==> src/rtl/display_pkg.sv <==
// Shared seven-segment vocabulary for the stopwatch display encoder and the
// scan decoder, so both sides agree on every active-low gfedcba pattern.
package display_pkg;

   localparam int NUM_DIGITS = 4;

   localparam logic [6:0] SEG_0     = 7'h40;
   localparam logic [6:0] SEG_1     = 7'h79;
   localparam logic [6:0] SEG_2     = 7'h24;
   localparam logic [6:0] SEG_3     = 7'h30;
   localparam logic [6:0] SEG_4     = 7'h19;
   localparam logic [6:0] SEG_5     = 7'h12;
   localparam logic [6:0] SEG_6     = 7'h02;
   localparam logic [6:0] SEG_7     = 7'h78;
   localparam logic [6:0] SEG_8     = 7'h00;
   localparam logic [6:0] SEG_9     = 7'h10;
   localparam logic [6:0] SEG_BLANK = 7'h7F;

   typedef enum logic [1:0] {
      ST_WAIT   = 2'd0,
      ST_SETTLE = 2'd1,
      ST_HELD   = 2'd2
   } scan_state_e;

   // True when exactly one anode is driven low.
   function automatic logic one_low(input logic [NUM_DIGITS-1:0] an);
      logic ok;
      case (an)
         4'b1110, 4'b1101, 4'b1011, 4'b0111: ok = 1'b1;
         default:                            ok = 1'b0;
      endcase
      return ok;
   endfunction

endpackage

==> src/rtl/seg7_to_bcd.sv <==
// Combinational map from an active-low gfedcba pattern to {valid, blank, bcd}.
module seg7_to_bcd
   import display_pkg::*;
(
   input  logic [6:0] seg,
   output logic       valid,
   output logic       blank,
   output logic [3:0] bcd
);

   // Pattern lookup; anything not in the table is reported as invalid.
   always_comb begin
      valid = 1'b1;
      blank = 1'b0;
      bcd   = 4'd0;
      case (seg)
         SEG_0:     bcd = 4'd0;
         SEG_1:     bcd = 4'd1;
         SEG_2:     bcd = 4'd2;
         SEG_3:     bcd = 4'd3;
         SEG_4:     bcd = 4'd4;
         SEG_5:     bcd = 4'd5;
         SEG_6:     bcd = 4'd6;
         SEG_7:     bcd = 4'd7;
         SEG_8:     bcd = 4'd8;
         SEG_9:     bcd = 4'd9;
         SEG_BLANK: blank = 1'b1;
         default:   valid = 1'b0;
      endcase
   end

endmodule

==> src/rtl/seg_scan_decoder.sv <==
// Samples a multiplexed active-low anode/segment bus and rebuilds the four
// displayed digits, with ghost rejection, legality checks and a stale monitor.
module seg_scan_decoder
   import display_pkg::*;
#(
   parameter int STABLE_CYCLES  = 4,
   parameter int TIMEOUT_CYCLES = 262144
)(
   input  logic        clk,
   input  logic        rst,
   input  logic [3:0]  an,
   input  logic [6:0]  out,
   output logic [15:0] digits,
   output logic [3:0]  digit_blank,
   output logic        frame_valid,
   output logic        seg_err,
   output logic        stale
);

   localparam int SW = $clog2(STABLE_CYCLES + 1);
   localparam int TW = $clog2(TIMEOUT_CYCLES + 1);
   localparam logic [SW-1:0] STABLE_MAX  = SW'(STABLE_CYCLES);
   localparam logic [TW-1:0] TIMEOUT_MAX = TW'(TIMEOUT_CYCLES);
   localparam logic [3:0]    AN_NONE     = 4'hF;

   logic [3:0]      an_r, an_last_r;
   logic [6:0]      out_r, out_last_r;
   scan_state_e     state_r, state_n_s;
   logic [SW-1:0]   cnt_r, cnt_n_s;
   logic [TW-1:0]   tcnt_r, tcnt_n_s;
   logic [NUM_DIGITS-1:0] seen_r, store_mask_s;
   logic [15:0]     shadow_digits_r;
   logic [3:0]      shadow_blank_r;
   logic            same_s, capture_s, store_s, err_s, frame_done_s;
   logic            dec_valid_s, dec_blank_s;
   logic [3:0]      dec_bcd_s;

   seg7_to_bcd u_dec (
      .seg   (out_r),
      .valid (dec_valid_s),
      .blank (dec_blank_s),
      .bcd   (dec_bcd_s)
   );

   // Stability FSM: a capture fires on the cycle the run of identical samples
   // reaches STABLE_CYCLES, then the position is held until the bus moves.
   always_comb begin
      state_n_s = state_r;
      cnt_n_s   = cnt_r;
      same_s    = ({an_r, out_r} == {an_last_r, out_last_r});
      case (state_r)
         ST_WAIT: begin
            if (an_r == AN_NONE) begin
               state_n_s = ST_WAIT;
               cnt_n_s   = '0;
            end else begin
               state_n_s = ST_SETTLE;
               cnt_n_s   = SW'(1);
            end
         end
         ST_SETTLE, ST_HELD: begin
            if (an_r == AN_NONE) begin
               state_n_s = ST_WAIT;
               cnt_n_s   = '0;
            end else if (!same_s) begin
               state_n_s = ST_SETTLE;
               cnt_n_s   = SW'(1);
            end else if (state_r == ST_SETTLE && cnt_r < STABLE_MAX) begin
               cnt_n_s   = cnt_r + SW'(1);
            end else begin
               cnt_n_s   = cnt_r;
            end
         end
         default: begin
            state_n_s = ST_WAIT;
            cnt_n_s   = '0;
         end
      endcase
      if (state_n_s == ST_SETTLE && cnt_n_s == STABLE_MAX) begin
         capture_s = 1'b1;
         state_n_s = ST_HELD;
      end else begin
         capture_s = 1'b0;
      end
   end

   // Capture legality, frame completion and stale-counter next values.
   always_comb begin
      store_s      = capture_s && one_low(an_r) && dec_valid_s;
      err_s        = capture_s && !store_s;
      store_mask_s = store_s ? ~an_r : {NUM_DIGITS{1'b0}};
      frame_done_s = (seen_r == {NUM_DIGITS{1'b1}});
      if (frame_done_s) begin
         tcnt_n_s = '0;
      end else if (tcnt_r < TIMEOUT_MAX) begin
         tcnt_n_s = tcnt_r + TW'(1);
      end else begin
         tcnt_n_s = tcnt_r;
      end
   end

   // All state and outputs; a capture on the frame edge lands in the new mask.
   always_ff @(posedge clk) begin
      if (rst) begin
         an_r            <= AN_NONE;
         out_r           <= SEG_BLANK;
         an_last_r       <= AN_NONE;
         out_last_r      <= SEG_BLANK;
         state_r         <= ST_WAIT;
         cnt_r           <= '0;
         tcnt_r          <= '0;
         seen_r          <= '0;
         shadow_digits_r <= 16'h0000;
         shadow_blank_r  <= 4'h0;
         digits          <= 16'h0000;
         digit_blank     <= 4'h0;
         frame_valid     <= 1'b0;
         seg_err         <= 1'b0;
         stale           <= 1'b0;
      end else begin
         an_r       <= an;
         out_r      <= out;
         an_last_r  <= an_r;
         out_last_r <= out_r;
         state_r    <= state_n_s;
         cnt_r      <= cnt_n_s;
         tcnt_r     <= tcnt_n_s;
         stale      <= (tcnt_n_s == TIMEOUT_MAX);
         seg_err    <= err_s;
         seen_r     <= (frame_done_s ? {NUM_DIGITS{1'b0}} : seen_r) | store_mask_s;
         for (int i = 0; i < NUM_DIGITS; i++) begin
            if (store_mask_s[i]) begin
               shadow_digits_r[4*i +: 4] <= dec_bcd_s;
               shadow_blank_r[i]         <= dec_blank_s;
            end
         end
         frame_valid <= frame_done_s;
         if (frame_done_s) begin
            digits      <= shadow_digits_r;
            digit_blank <= shadow_blank_r;
         end
      end
   end

endmodule

==> config.mk <==
export PLATFORM = sky130hd
export DESIGN_NAME = seg_scan_decoder
export DESIGN_NICKNAME = d
export VERILOG_FILES = /design/src/rtl/display_pkg.sv /design/src/rtl/seg7_to_bcd.sv /design/src/rtl/seg_scan_decoder.sv
export SDC_FILE = /design/constraint.sdc
export NUM_CORES = 1
export LEC_CHECK = 0
export CAP_MARGIN = 10
export CORE_ASPECT_RATIO = 0.6
export CORE_MARGIN = 5
export CORE_UTILIZATION = 40
export DETAILED_ROUTE_END_ITERATION = 8
export PLACE_DENSITY = 0.67
export RECOVER_POWER = 50
export REMOVE_ABC_BUFFERS = 1
export SLEW_MARGIN = 30
export SYNTH_ARGS = -nofsm -noshare
export SYNTH_HDL_FRONTEND = slang
export SYNTH_SLANG_ARGS = --single-unit
==> constraint.sdc <==
create_clock -name clk -period 3.19 [get_ports clk]
set_input_delay 0.4785 -clock clk [delete_from_list [all_inputs] [get_ports clk]]
set_output_delay 0.4785 -clock clk [all_outputs]
set_load 0.005 [all_outputs]
==> flow_summary.ini <==
[run_status]
status = finished, final reports clean

[cells_and_area]
final_core_utilization_pct = 46.68
antenna_cells = 0
multi_input_area_sq_um = 2193
fillers = 985
seqCellArea_sq_um = 1862
drive_above_1_share_pct = 11.61
area_growth_pct = 14.04
layout.nets = 504

[drt]
ant_nets = 0
first_iter_violations = 196
viasPerCell = 5.205
wl_per_cell_um = 14.56
dr.pass1.iters = 4
dr_total_vias = 3279
totalWireLength_mm = 9.174
remaining_drc_errors = 0

[worst_setup_path]
rrSetupSlack_ns = 0.81
slowest_stage = nor4_2
r2r-start = tcnt_r[0]
cp.arrival_ns = 2.64
cpPeakStageDelay_ns = 0.50
critical_path_class = register to register
crit_required_ns = 3.44
cp_cell_sequence = ha_1, nand4b_1, nor4_2, and4b_1, o2111ai_1, nor4_1
r2r_cells = 6
startpoint_type = register
critPathLaunch = tcnt_r[0]
crit_end = stale
cp_max_fo = 7
end_kind = register
timing.rr.end = stale

[floorplan]
fp-row-count = 29
dieArea_sq_um = 13050
initial_core_util_pct = 40.93
die_w_um = 144.2
die_h_um = 90.52
ios = 36
coreArea_sq_um = 10560

[global_route]
grt.total_usage_pct = 14.80
grt_max_degree = 52
antenna_found_initial = 0
grt_pass1_wl_mm = 15.70
grt_pass1_vias = 3113
overflow = 0

[sta]
rsz0062_at_grt = no
setup_tns_ns = 0
period_minus_slack_ns = 2.383
slew_headroom_pct = 37.84
fin_skew_ns = 0.007302
tightest_slew_ns = 0.9323
slew_viol_final = 0
fmax_mhz = 419.7
hold_violations = 0
timing.final.crit_share_pct = 74.70
setup_viol = 0
holdWs_ns = 0.4504

[yosys]
synth_seq_area_share_pct = 43.08
synth_cells = 474
synthTopCellsByArea = dfxtp_1 (43%), mux2i_1 (4.9%), xor2_1 (4.5%)
syn-cell-area_sq_um = 4322
syn_avg_cell_area_sq_um = 9.117
synth_most_common_cell = dfxtp_1
synth_edf_count = 0
yosys.area.top_type = dfxtp_1
ys_seq_elements = 93
synthFlopType = dfxtp_1
synth_warnings = 0
yosysTopAreaCellShare_pct = 43.08
async_reset_ff_share_pct = 0
yosys.cell_types.count = 61
synth_common_cells = dfxtp_1 (93), nand2_1 (51), nor2_1 (36)

[power]
power_uw = 2370
powerDensity_nw_per_um2 = 480.9
combinationalPowerShare_pct = 5.5
switching_share_pct = 24.65
peakVddDrop_mv = 0.2875
p_seq_share_pct = 51.1
switchingPower_uw = 584.2
clkPwrFrac_pct = 43.5
p_leak_uw = 0.001822
intPower_uw = 1786

[flow_run]
cap_viol_max_count = 0

[clock_tree]
cts_tree = done
clkSinkCount = 93
clock_latency_ns = 0.34
htreeDepth = 3
hold_buffers = 0
numCtsBuffers = 9
root_buffer = clkbuf_16
clk_path_buf_depth = 2
path_clk_slew_ns = 0.07
postCtsSetupBuffers = 0
cts_resized = 0

[min_path]
hold_path_class = register to register
min_path_cells = 2

[placed_design]
routabilityCongestion = 0.8421
hpwlAfterDp_mm = 6.646
port_buffers = 35
[cell families (layout without fill, tap and decap cells)]
| group | count (synthesis) | count (layout) | share of synthesized area [%] |
|---|---|---|---|
| simple gates | 212 | 212 | 27.59 |
| flops | 93 | 93 | 43.08 |
| compound gates | 61 | 61 | 10.10 |
| buf+inv | 49 | 66 | 6.167 |
| xor+xnor | 32 | 32 | 6.485 |
| mux | 22 | 22 | 5.124 |
| fa+ha+maj | 5 | 5 | 1.448 |
[power groups by stage]
| stage | registers [uW] | logic (uW) | clock network (uW) |
|---|---|---|---|
| finish | 1210 | 130 | 1030 |
| global route | 1210 | 145 | 1120 |
| CTS | 1210 | 130 | 1060 |
| detailed placement | 1240 | 129 | 0 |
| global placement | 1240 | 124 | 0 |
| floorplan | 1230 | 82.4 | 0 |
[state kept, by name, indices dropped and copies added, names as in the netlist]
register	flops
seg_err	1
cnt_r	3
seen_r	4
an_r	4
shadow_blank_r	4
digits	16
an_last_r	4
out_r	7
tcnt_r	19
state_r	2
shadow_digits_r	16
frame_valid	1
out_last_r	7
digit_blank	4
stale	1
[layout by cell type (no fill, tap or decap), drive strengths merged, types with 4 or more instances in the layout]
master / netlist / routed
a21oi: 27 / 27
o2111ai: 5 / 5
or2: 25 / 25
nor3: 11 / 11
nand4: 9 / 9
a211oi: 5 / 5
ha: 5 / 5
nor4: 13 / 13
dlygate4sd3: 0 / 9
nand2: 51 / 51
and4b: 6 / 6
xor2: 22 / 22
nor2: 36 / 36
clkdlybuf4s50: 0 / 25
nand3: 15 / 15
clkinv: 0 / 4
nand2b: 19 / 19
clkbuf: 19 / 11
dfxtp: 93 / 93
xnor2: 10 / 10
mux2i: 21 / 21
inv: 12 / 15
o21ai: 4 / 4
[stage by stage]
| step | std cells | setup WS, ns | area (sq um) |
|---|---|---|---|
| after global routing | 630 | 0.6513 | 4928 |
| after CTS | 630 | 0.8607 | 4933 |
| after floorplan | 437 | 1.245 | 4100 |
| final | 630 | 0.8072 | 4928 |
| after global placement | 614 | 0.9080 | 4642 |
| after detailed placement | 614 | 0.8982 | 4642 |
[worst min-delay path by stage]
stage	start	end	slack, ns
after floorplan	shadow_digits_r[10]	shadow_digits_r[10]	0.43
after global placement	shadow_digits_r[8]	digits[8]	0.44
after detailed placement	digits[2]	digits[2]	0.45
after CTS	digits[2]	digits[2]	0.46
after global routing	digits[3]	digits[3]	0.47
final	digits[2]	digits[2]	0.45
[metal layers]
metal	vias up	track usage (%)	share of wire (%)
met5	-	0	0
met4	0	4.658	1.2
met3	10	3.492	5.4
met2	66	19.39	39
met1	1538	23.29	54
li1	1665	-	-
[critical path: cells and delay by family (launching register included)]
kind / cells / cell delay (ns)
AOI/OAI and AO/OA: 1 / 0.17
adders and majority gates: 1 / 0.28
DFF: 1 / 0.47
and+or+nand+nor: 4 / 1.36
[area by class of cell]
type	count	area share (%)
timing repair buffer	38	7.362
inverter	12	0.9139
tap	139	3.529
clock inverter	7	1.346
sequential	93	37.78
multi-input combinational	332	44.50
clock buffer	9	4.570
No activity file was read; power rests on OpenSTA's default activity.
